==> config.mk <==
export PLATFORM = sky130hd
export DESIGN_NAME = tdm_demultiplexer
export DESIGN_NICKNAME = d
export VERILOG_FILES = /design/src/rtl/tdm_demultiplexer.sv
export SDC_FILE = /design/constraint.sdc
export NUM_CORES = 1
export LEC_CHECK = 0
export CORE_MARGIN = 5
export CORE_UTILIZATION = 35
export DETAILED_ROUTE_END_ITERATION = 10
export GPL_TIMING_DRIVEN = 0
export SYNTH_ARGS = -nofsm -noshare
export SYNTH_HDL_FRONTEND = slang
export SYNTH_SLANG_ARGS = --single-unit
==> constraint.sdc <==
create_clock -name clk -period 1.8 [get_ports clk]
set_input_delay 0.27 -clock clk [delete_from_list [all_inputs] [get_ports clk]]
set_output_delay 0.27 -clock clk [all_outputs]
set_load 0.05 [all_outputs]
==> src/rtl/tdm_demultiplexer.sv <==
// TDM receive side: rebuilds 4-channel frames from the serial mux stream, aligned by frame_sync.
// Optional loss-of-lock timeout: define TDM_DEMUX_TIMEOUT_EN.
module tdm_demultiplexer #(
    parameter int unsigned WIDTH = 1
`ifdef TDM_DEMUX_TIMEOUT_EN
    ,
    parameter int unsigned TIMEOUT = 16
`endif
) (
    input  logic               clk,
    input  logic               rst_n,
    input  logic [WIDTH-1:0]   din,
    input  logic               din_valid,
    input  logic               frame_sync,
    output logic [4*WIDTH-1:0] dout,
    output logic               frame_valid,
    output logic [1:0]         sel,
    output logic               locked,
    output logic               sync_err
);

    typedef enum logic {
        HUNT   = 1'b0,
        LOCKED = 1'b1
    } state_t;

    state_t           state;
    logic [1:0]       cnt;
    logic [WIDTH-1:0] sh0;
    logic [WIDTH-1:0] sh1;
    logic [WIDTH-1:0] sh2;
    logic [WIDTH-1:0] sh3;

`ifdef TDM_DEMUX_TIMEOUT_EN
    localparam int unsigned IDLE_W = $clog2(TIMEOUT + 1);
    logic [IDLE_W-1:0] idle;
`endif

    assign sel = cnt;

    // Channel 3 arrives live with the publish; sh3 mirrors it so the shadow set stays complete.
    always_ff @(posedge clk or negedge rst_n) begin
        if (!rst_n) begin
            state       <= HUNT;
            cnt         <= 2'd0;
            sh0         <= '0;
            sh1         <= '0;
            sh2         <= '0;
            sh3         <= '0;
            dout        <= '0;
            frame_valid <= 1'b0;
            locked      <= 1'b0;
            sync_err    <= 1'b0;
`ifdef TDM_DEMUX_TIMEOUT_EN
            idle        <= '0;
`endif
        end else begin
            frame_valid <= 1'b0;
            sync_err    <= 1'b0;
            case (state)
                HUNT: begin
                    if (din_valid && frame_sync) begin
                        sh0    <= din;
                        cnt    <= 2'd1;
                        state  <= LOCKED;
                        locked <= 1'b1;
                    end
                end
                LOCKED: begin
                    if (din_valid) begin
`ifdef TDM_DEMUX_TIMEOUT_EN
                        idle <= '0;
`endif
                        if (frame_sync) begin
                            // Sync anywhere but channel 0 drops the partial frame and restarts.
                            if (cnt != 2'd0) begin
                                sync_err <= 1'b1;
                            end
                            sh0 <= din;
                            cnt <= 2'd1;
                        end else begin
                            case (cnt)
                                2'd0: sh0 <= din;
                                2'd1: sh1 <= din;
                                2'd2: sh2 <= din;
                                default: begin
                                    sh3         <= din;
                                    dout        <= {din, sh2, sh1, sh0};
                                    frame_valid <= 1'b1;
                                end
                            endcase
                            cnt <= cnt + 2'd1;
                        end
                    end
`ifdef TDM_DEMUX_TIMEOUT_EN
                    else if (idle == IDLE_W'(TIMEOUT - 1)) begin
                        // Counter reaches TIMEOUT on this edge: silently drop back to HUNT.
                        state  <= HUNT;
                        locked <= 1'b0;
                        cnt    <= 2'd0;
                        idle   <= '0;
                    end else begin
                        idle <= idle + IDLE_W'(1);
                    end
`endif
                end
                default: state <= HUNT;
            endcase
        end
    end

endmodule

## Word-level counts from Yosys, hierarchy flattened

Cells that the tools add are included.
Widths: inputs -> output; s select.

- Bits in registers: 13
- Bits in latches: 0
- Memory bits (writable): 0
- Memory bits (read-only): 0
- Input bits: 5
- Output and inout bits: 9
- Memories kept: 0

- $add $sub $neg: 1
- Multiply operators: 0
- Divide/modulo/power cells: 0
- $lt $le $gt $ge: 0
- Equality and inequality tests: 5
- Shift-type cells: 0
- Multiplexer cells: 19
- Bitwise logic cells: 3
- Reductions and logical operators: 10

Operator list:

| cell | number |
|---|---|
| $mux 1 | 14 |
| $reduce_and 4->1 | 3 |
| $mux 2 | 3 |
| $ne 2x2->1 const B | 2 |
| $pmux 2 s2 | 1 |
| $reduce_and 2->1 | 2 |
| $ne 3x2->1 const B | 1 |
| $not 1->1 | 3 |
| $reduce_and 3->1 | 1 |
| $reduce_or 3->1 | 1 |
| $add 2x1->2 const B | 1 |
| $eq 2x1->1 const B | 1 |
| $eq 2x2->1 const B | 1 |
| $logic_not 2->1 | 1 |
| $pmux 1 s2 | 1 |
| $reduce_bool 2->1 | 1 |
| $logic_and 1x1->1 | 1 |

## Longest topological paths before layout

- Depth after elaboration: 6
- Mapped depth: 4
- Gate-level depth less buffers: 4

## Least setup slack after synthesis

No wires, ideal clock.

- Path kind: reg2reg
- Start point: register cnt[0], in the netlist sel[0]
- End point: register dout[0]
- Arrival: 1,423 ps
- Required time: 1,672 ps
- Path slack: 249 ps
- Stages on the path, launching flop included: 4
- Period minus slack after synthesis: 1,551 ps
- Cells stage by stage: dfrtp_1 -> ha_1 -> nand4b_4 -> mux2_1

- Longest elaborated chain between the ends: 4

RTL lines:

| item | line | text |
|---|---|---|
| start: declaration | 28 | `logic [1:0] cnt;` |
| start signal: assignment | 92 | `cnt <= cnt + 2'd1;` |
| $eq 2x2->1, or another cell as far along | 82 | `case (cnt)` |
| $reduce_or 3->1 (no source line) * | n/a |  |
| $not 1->1 (no source line) * | n/a |  |
| $reduce_and 4->1 (no source line) * | n/a |  |
| end signal: assignment | 88 | `dout <= {din, sh2, sh1, sh0};` |
| end: declaration | 15 | `output logic [4*WIDTH-1:0] dout,` |

Mark *: on every way between the ends. The rest lies on a longest branch, timed or not.
A chain may end at the register's enable or synchronous reset.

## Worst setup path in the final report

- Start point: register dout[3]
- End point: output dout[3]

No word-level cell between the ends.

==> out/metrics.yaml <==
flow_run:
  cap_violations: 0
setup_path:
  worstSetupPathType: "flip-flop to primary output"
  cp_num_buf_inv: 1
  cp_slowest_cell: "clkdlybuf4s50_1"
  crit_cells: 1
  crit_start: "dout[3]"
  timing.critical_path.required_ns: 1.53
  crit_chain: "clkdlybuf4s50_1"
  path_max_fanout: 2
  cpLargestDelayFamily: "buffers and inverters"
  r2r_cells: 4
  critPathCaptureType: "primary output"
  r2r-end: "sh2"
  r2r_start: "sel[0]"
  slowest_delay_ns: 0.80
  worst_setup_path_start_kind: "flip-flop"
  r2r_slack_ns: 0.51
  arrival_ns: 1.41
  crit_path_end: "dout[3]"
routing:
  drtIter0Drc: 2
  dr.pass1.iters: 4
  viasPerCell: 5.08
  drc: 0
  vias: 401
  wire_per_inst_um: 12.4
  postRouteAntennaNets: 0
  routed_wl_um: 980
floorplan:
  ios: 14
  die_w_um: 51.9
  placeableCoreArea_um2: 1690
  dieArea_um2: 2690
  die_h_um: 51.9
  start_util_pct: 36.4
  rows: 15
global_route:
  antenna_found_initial: 0
  grt_overflow: 0
  grt_pass1_wl_mm: 1.73
  grt_start_max_net_pins: 14
  grt_use_total_pct: 8.67
  grt_pass1_vias: 400
worst_hold_path:
  min-delay-path-class: "primary input to flip-flop"
clock_network:
  postCtsSetupRepairBufs: 0
  cts_tree: "built"
  cts_buffers: 3
  path_clk_slew_ns: 0.07
  htree_levels: 1
  postCtsHoldBufs: 0
  clock_latency_ns: 0.27
  cts.sinks: 13
  cts-resized-gates: 1
  clock_path_buffers: 2
  cts_root_buffer: "clkbuf_4"
synth:
  synth_nets: 55
  yosysSeqAreaShare_pct: 53.0
  yosysUniqueCellTypes: 21
  synth_flop_cell: "dfrtp_1"
  synth_most_common_cell: "dfrtp_1"
  synthArstFlopShare_pct: 100
  post-synth-top-area-cell: "dfrtp_1"
  synth_edf_count: 0
  ys_warn_count: 0
  synth_top_cell_area_share_pct: 53.0
  synth.area.top_cells: "dfrtp_1 (53%), mux2_1 (11%), ha_1 (8.1%)"
  synth_area_um2: 614
  ys_ff_latch: 13
  syn_avg_cell_area_um2: 13.4
  synth_common_cells: "dfrtp_1 (13), mux2_1 (6), ha_1 (4)"
  syn_inst: 46
timing:
  tightest_slew_ns: 0.552
  slew_headroom_pct: 63.1
  fmax_ghz: 0.595
  finalSetupTns_ns: 0
  fin_hold_ws_ns: 0.338
  hold_violations: 0
  slew_violations: 0
  period_needed_ns: 1.68
  setup_viol: 0
  grt_setup_unrepaired: "false"
  clock_skew_ns: 0.00133
  post-route-period-util_pct: 93.4
finish:
  nets: 72
  syn2layout_area_growth_pct: 27.5
  drive_gt1_share_pct: 9.68
  diodes: 0
placed_design:
  port_buffers: 12
  dp_hpwl_um: 749
  gp_congestion: 0.655
power_and_ir_drop:
  power_leakage_nw: 0.365
  powerDensity_nw_per_um2: 1310
  peakVddDrop_mv: 0.582
run_status:
  status: "finished, final reports clean"
-- cell families (layout without fill, tap and decap cells) --
group / Yosys count / count (layout) / synth area share (%)
and+or+nand+nor: 14 / 14 / 17.5
DFF: 13 / 13 / 53.0
muxes: 6 / 6 / 11.0
buffers and inverters: 5 / 21 / 4.89
adders and majority gates: 4 / 4 / 8.15
AOI/OAI and AO/OA: 4 / 4 / 5.50
-- placed cells by master, fill, tap and decap left out, types with 2 or more instances in the layout --
cell	instances
clkbuf_4	3
nand3_1	2
dfrtp_1	13
nor3_1	2
inv_1	3
ha_1	4
nand4b_1	2
mux2_1	6
clkdlybuf4s50_1	10
-- state kept, by name, summed over array words and instances, names as in the netlist --
name / count
sh1: 1
sel: 2
sync_err: 1
sh2: 1
sh0: 1
locked: 1
frame_valid: 1
state: 1
dout: 4
-- stage by stage --
step / cell area (um2) / worst slack (ns) / power, mW / util, % / std cells
3_3_place_gp: 756 / 0.207 / 0.867 / 44.7 / 75
3_5_place_dp: 756 / 0.212 / 0.875 / 44.7 / 75
2_1_floorplan: 614 / 0.249 / 0.718 / - / 46
4_1_cts: 781 / 0.0242 / 1.05 / 46.2 / 79
5_1_grt: 783 / 0.0446 / 1.10 / 46.4 / 79
6_report: 783 / 0.118 / 1.03 / 46.4 / 79
-- how the worst min path moves through the flow --
| stage | start | end | cells past startpoint |
|---|---|---|---|
| detailed placement | locked | locked | 1 |
| CTS | din_valid | sel[0] | 3 |
| floorplan | rst_n | dout[0] | 0 |
| finish | din_valid | sel[1] | 2 |
| global route | din_valid | sel[1] | 2 |
| global placement | locked | locked | 1 |
-- layer usage --
| metal | vias to the layer above | global-route usage (%) | routed length (um) |
|---|---|---|---|
| met4 | 0 | 1.31 | 9 |
| li1 | 196 | - | - |
| met3 | 2 | 5.16 | 106 |
| met2 | 14 | 12.6 | 438 |
| met5 | - | 0 | 0 |
| met1 | 189 | 11.2 | 426 |
-- where the power goes --
group	switching (mW)	total, mW	internal, mW
Clock	0.0814	0.167	0.0858
Sequential	0.0421	0.415	0.373
Combinational	0.281	0.444	0.162
Total	0.405	1.03	0.621
-- worst reg2reg max path, stage by stage (launching register included) --
cell	delay, ns
dfrtp_1	0.45
inv_1	0.10
ha_1	0.21
nand4b_1	0.10
mux2_1	0.32
-- area by class of cell --
type,instances,area [um2]
multi-input combinational,28,259
buffer,2,18.8
timing repair buffer,12,121
sequential,13,325
fill,154,906
inverter,3,11.3
clock buffer,4,26.3
tap,17,21.3
(Power assumes the default switching activity.)
